### src/rtl/riscv_hazard_pkg.sv
// Shared hazard-control types and constants: M-op stall FSM states, counter width
// and the default MUL/DIV latencies also used by the EX-stage multiplier/divider.
package riscv_hazard_pkg;

   typedef enum logic {
      IDLE = 1'b0,
      BUSY = 1'b1
   } md_state_t;

   localparam int CNT_W          = 6;
   localparam int MUL_CYCLES_DEF = 3;
   localparam int DIV_CYCLES_DEF = 33;

   // Counter preload for a latency of lat: the entry cycle and the Done cycle are not counted.
   function automatic logic [CNT_W-1:0] lat_preload(input int lat);
      int tmp;
      tmp = lat - 2;
      return tmp[CNT_W-1:0];
   endfunction

endpackage

### src/rtl/muldiv_stall_fsm.sv
// Tracks EX occupancy by a multi-cycle M op; Busy stalls the front end, Done marks
// the final EX cycle. Instantiated by hazard_unit only under HAZARD_MULDIV_EN.
module muldiv_stall_fsm
   import riscv_hazard_pkg::*;
#(
   parameter int MUL_CYCLES = MUL_CYCLES_DEF,
   parameter int DIV_CYCLES = DIV_CYCLES_DEF
) (
   input  logic clk,
   input  logic rst_n,
   input  logic ex_muldiv,
   input  logic ex_isdiv,
   output logic busy,
   output logic done
);

   localparam logic             MUL_ONE  = (MUL_CYCLES == 1);
   localparam logic             DIV_ONE  = (DIV_CYCLES == 1);
   localparam logic [CNT_W-1:0] MUL_LOAD = lat_preload(MUL_CYCLES);
   localparam logic [CNT_W-1:0] DIV_LOAD = lat_preload(DIV_CYCLES);

   md_state_t        state_r;
   logic [CNT_W-1:0] cnt_r;
   logic             lat_one_s;

   // Done/Busy decode from the registered state and the incoming M op.
   always_comb begin
      lat_one_s = ex_isdiv ? DIV_ONE : MUL_ONE;
      done      = 1'b0;
      case (state_r)
         IDLE:    done = ex_muldiv & lat_one_s;
         BUSY:    done = (cnt_r == {CNT_W{1'b0}});
         default: done = 1'b0;
      endcase
      busy = ex_muldiv & ~done;
   end

   // State and down-counter; single-cycle ops never leave IDLE.
   always_ff @(posedge clk) begin
      if (!rst_n) begin
         state_r <= IDLE;
         cnt_r   <= {CNT_W{1'b0}};
      end else begin
         case (state_r)
            IDLE: begin
               if (ex_muldiv && !lat_one_s) begin
                  state_r <= BUSY;
                  cnt_r   <= ex_isdiv ? DIV_LOAD : MUL_LOAD;
               end else begin
                  state_r <= IDLE;
               end
            end
            BUSY: begin
               if (cnt_r == {CNT_W{1'b0}}) begin
                  state_r <= IDLE;
               end else begin
                  cnt_r <= cnt_r - {{(CNT_W-1){1'b0}}, 1'b1};
               end
            end
            default: begin
               state_r <= IDLE;
               cnt_r   <= {CNT_W{1'b0}};
            end
         endcase
      end
   end

endmodule

### src/rtl/hazard_unit.sv
// Pipeline hazard controller between ID and EX: load-use stall, branch flush and
// M-op occupancy stall. Define HAZARD_MULDIV_EN to build in the MUL/DIV stall FSM.
module hazard_unit
   import riscv_hazard_pkg::*;
#(
   parameter int MUL_CYCLES = MUL_CYCLES_DEF,
   parameter int DIV_CYCLES = DIV_CYCLES_DEF
) (
   input  logic       clk,
   input  logic       rst_n,
   input  logic [4:0] ID_Rs1,
   input  logic [4:0] ID_Rs2,
   input  logic       ID_UsesRs1,
   input  logic       ID_UsesRs2,
   input  logic       EX_MemRead,
   input  logic [4:0] EX_Rd,
   input  logic       EX_BranchTaken,
   input  logic       EX_MulDiv,
   input  logic       EX_IsDiv,
   output logic       PC_Write,
   output logic       IF_ID_Write,
   output logic       IF_ID_Flush,
   output logic       ID_EX_Write,
   output logic       ID_EX_Flush,
   output logic       EX_MEM_Bubble,
   output logic       MulDiv_Busy,
   output logic       MulDiv_Done
);

   logic loaduse;
   logic md_busy;
   logic md_done;

`ifdef HAZARD_MULDIV_EN
   muldiv_stall_fsm #(
      .MUL_CYCLES (MUL_CYCLES),
      .DIV_CYCLES (DIV_CYCLES)
   ) u_muldiv_stall_fsm (
      .clk       (clk),
      .rst_n     (rst_n),
      .ex_muldiv (EX_MulDiv),
      .ex_isdiv  (EX_IsDiv),
      .busy      (md_busy),
      .done      (md_done)
   );
`else
   localparam int unused_lat = MUL_CYCLES + DIV_CYCLES;
   logic unused_inputs;
   assign unused_inputs = ^{clk, rst_n, EX_MulDiv, EX_IsDiv};
   assign md_busy = 1'b0;
   assign md_done = 1'b0;
`endif

   assign MulDiv_Busy = md_busy;
   assign MulDiv_Done = md_done;

   // Load-use: a load to a nonzero rd that the ID instruction actually reads.
   assign loaduse = EX_MemRead && (EX_Rd != 5'd0) &&
                    ((ID_UsesRs1 && (ID_Rs1 == EX_Rd)) ||
                     (ID_UsesRs2 && (ID_Rs2 == EX_Rd)));

   // Priority mux: M-op occupancy, then branch squash (which makes a load-use moot), then load-use.
   always_comb begin
      PC_Write      = 1'b1;
      IF_ID_Write   = 1'b1;
      IF_ID_Flush   = 1'b0;
      ID_EX_Write   = 1'b1;
      ID_EX_Flush   = 1'b0;
      EX_MEM_Bubble = 1'b0;
      if (md_busy) begin
         PC_Write      = 1'b0;
         IF_ID_Write   = 1'b0;
         ID_EX_Write   = 1'b0;
         EX_MEM_Bubble = 1'b1;
      end else if (EX_BranchTaken) begin
         IF_ID_Flush = 1'b1;
         ID_EX_Flush = 1'b1;
      end else if (loaduse) begin
         PC_Write    = 1'b0;
         IF_ID_Write = 1'b0;
         ID_EX_Flush = 1'b1;
      end else begin
         PC_Write = 1'b1;
      end
   end

endmodule
### config.mk
export PLATFORM = sky130hd
export DESIGN_NAME = hazard_unit
export DESIGN_NICKNAME = d
export VERILOG_FILES = /design/src/rtl/riscv_hazard_pkg.sv /design/src/rtl/muldiv_stall_fsm.sv /design/src/rtl/hazard_unit.sv
export SDC_FILE = /design/constraint.sdc
export NUM_CORES = 1
export LEC_CHECK = 0
export ABC_CLOCK_PERIOD_IN_PS = 2150
export CAP_MARGIN = 15
export CORE_AREA = 10 10 47 49
export DETAILED_ROUTE_END_ITERATION = 12
export DIE_AREA = 0 0 57 59
export PLACE_DENSITY_LB_ADDON = 0.3
export SETUP_SLACK_MARGIN = 0.3
export SYNTH_ARGS = -nofsm -noshare
export SYNTH_HDL_FRONTEND = slang
export SYNTH_SLANG_ARGS = --single-unit
### constraint.sdc
create_clock -name vclk -period 2.15
set_input_delay 0.43 -clock vclk [all_inputs]
set_output_delay 0.43 -clock vclk [all_outputs]
set_load 0.02 [all_outputs]
==> metrics list <==
- Final count of negative-setup-slack endpoints: 0
- Diodes inserted: 0
* Unrepaired setup endpoints after global routing: true
* Number of placed I/O pins: 31
* Reg power frac: 0
- From left edge to right edge, the die measures 57 um.
- Total chip power: 0.0769 mW
- Most used cells in the layout excluding fill and tap cells: sky130_fd_sc_hd__buf_2, sky130_fd_sc_hd__xor2_1, sky130_fd_sc_hd__conb_1, sky130_fd_sc_hd__clkdlybuf4s50_1, sky130_fd_sc_hd__buf_4
* Largest fanout on the critical path: 2
* Area growth from synthesis to layout: 121%
- Minimum period implied by the final worst setup slack: 2060 ps
- The finished layout holds 64 standard cells, fillers aside.
* Die outline height: 59 um
- Launch point of the critical path: ID_Rs1[1]
- Max-cap violations in this run came to 0.
- Data arrival time of the critical path: 1630 ps
- Leaving out fill and tap cells, the most frequent cell in the layout is sky130_fd_sc_hd__buf_2.
- Largest net degree at the start of global routing: 4
* Fraction of final layout cells sized beyond drive strength 1: 0.500
- Synth Instances: 26
- Detailed routing inserted a total of 238 vias.
- Static Leak: 0.194 nW
- In the final design database the tool counted 73 nets.
- The worst-case IR drop observed on VDD is 0.0000554 V.
* Cell Rows: 14
* Placed cell areas: 433 um^2
* Final cycle utilization of the critical path: 0.959
* Final non-filler cell area: 443 um^2
- Max frequency: 485 MHz
* Last weighted congestion value of the routability-driven placer: 0.664
- Fraction of power spent switching nets: 0.448
* Total wire length after detailed routing: 752 um
* Number of fill cells in the layout: 161
* Type of the tightest min-delay check: in2out
- Cell-internal power: 0.0424 mW
- The first routing iteration left 0 violations.
- Detailed Routing Iterations Pass 1: 1
* Die footprint: 3360 um^2
- Antenna violations before repair: 0
* Post-synthesis average cell area: 7.70 um^2
* Yosys warnings: 0
- Area of the placeable core: 1400 um^2
- Portion of total power attributed to combinational logic: 1.000
- PwrDens: 174 nW/um^2
* Run status: finished, final reports clean
* Sequential-to-total area share from yosys stat: 0
- In this run the most critical hold path is launched from EX_Rd[0].
- Crit path capture type: primary output
- In the routed design, unresolved DRC markers number 0.
- Final hold vios: 0
- The layout has 0 clock buffers.
- Number of placed instances, taps included: 63
* Finished Core Util: 0.316
- For this design the total switching power over the nets is 0.0345 mW.
- The first global-routing pass estimated 1.19 mm of wire.
- The worst setup path is launched from an input pin.
- FF/Latch Area: 0 um^2
- In the final routed layout, each cell accounts on average for 11.8 um.
- In the global route stage, overall resource usage came out at 0.0406.
- Counting distinct cell types in the post-synthesis netlist gives 12.
- STA puts the critical path data required time at 1720 ps.
* Clock share of power: 0
* Global-route congestion overflow total: 0
- The setup path with the least slack is of type in2out.
- Antenna Nets Post-Route: 0
- After synthesis the cells add up to 200 um^2.
* Count of pins over their slew limit: 0
- Vias per inst: 3.72
- The via count of the first global-routing pass was 279.
* Number of sequential cells: 0
- For this configuration, the core starts out at a cell density of 0.143.
* IO Port Bufs: 23
-- area by class of cell --
cell class | count | area, um^2 | area share
repair buffers | 26 | 219 | 0.494
well taps | 16 | 20.0 | 0.0452
multi-input cells | 22 | 204 | 0.460
-- critical path: stages --
cell and delay (ps):
sky130_fd_sc_hd__buf_2 110, sky130_fd_sc_hd__xor2_2 170, sky130_fd_sc_hd__nor4_2 280, sky130_fd_sc_hd__a32oi_2 150
sky130_fd_sc_hd__or3_4 360, sky130_fd_sc_hd__buf_6 140
-- final timing paths --
check	endpoint	slack (ps)	depth (start not counted)
hold / removal	ID_EX_Flush	1390	5
setup / recovery	IF_ID_Write	90	6
-- synth_stat cells --
library cell / instances / area, um^2
sky130_fd_sc_hd__and2_0: 1 / 6.26
sky130_fd_sc_hd__buf_4: 6 / 45.0
sky130_fd_sc_hd__nor4_1: 1 / 6.26
sky130_fd_sc_hd__o21bai_1: 1 / 7.51
sky130_fd_sc_hd__xor2_1: 8 / 70.1
sky130_fd_sc_hd__xnor2_1: 2 / 17.5
sky130_fd_sc_hd__a32oi_1: 1 / 8.76
sky130_fd_sc_hd__or4_1: 1 / 7.51
sky130_fd_sc_hd__conb_1: 2 / 7.51
sky130_fd_sc_hd__o21ai_0: 1 / 5.00
sky130_fd_sc_hd__or3_1: 1 / 6.26
sky130_fd_sc_hd__nor4_2: 1 / 12.5
-- through the flow --
stage	setup slack, ps	TNS (ps)	hold slack, ps
floorplan	207	0	973
global placement	-731	-2080	1850
detailed placement	-726	-2070	1850
CTS	11.1	0	1380
global route	32.4	0	1420
finish	88.7	0	1390
-- timing repair --
action | CTS | global route
gates resized for setup | 71 | 6
cloned | 0 | 0
buffers inserted | 1 | 0
pin swaps | 15 | 6
hold buffers | 0 | 0
setup endpoints to repair | 4 | 3
-- cell families (layout without fill, tap and decap cells) --
logic type	after synthesis	in the layout	share of synthesized area
other	2	4	0.0375
XOR/XNOR	10	10	0.438
buffers and inverters	6	26	0.225
AO/OA/AOI/OAI	3	3	0.106
AND/OR/NAND/NOR	5	5	0.194
-- routing by layer --
layer,vias up,GRT usage,wire length (um)
met2,18,0.0682,337
met1,100,0.0474,303
met3,0,0.0215,111
li1,120,-,-
met5,-,0,0
met4,0,0,0
-- power by group through the flow --
stage	sequential, mW	combinational [mW]	clock [mW]
2_1_floorplan	0	0.0357	0
3_3_place_gp	0	0.0780	0
3_5_place_dp	0	0.0784	0
4_1_cts	0	0.0738	0
5_1_grt	0	0.0836	0
6_report	0	0.0769	0
No activity file was read; power rests on OpenSTA's default activity.
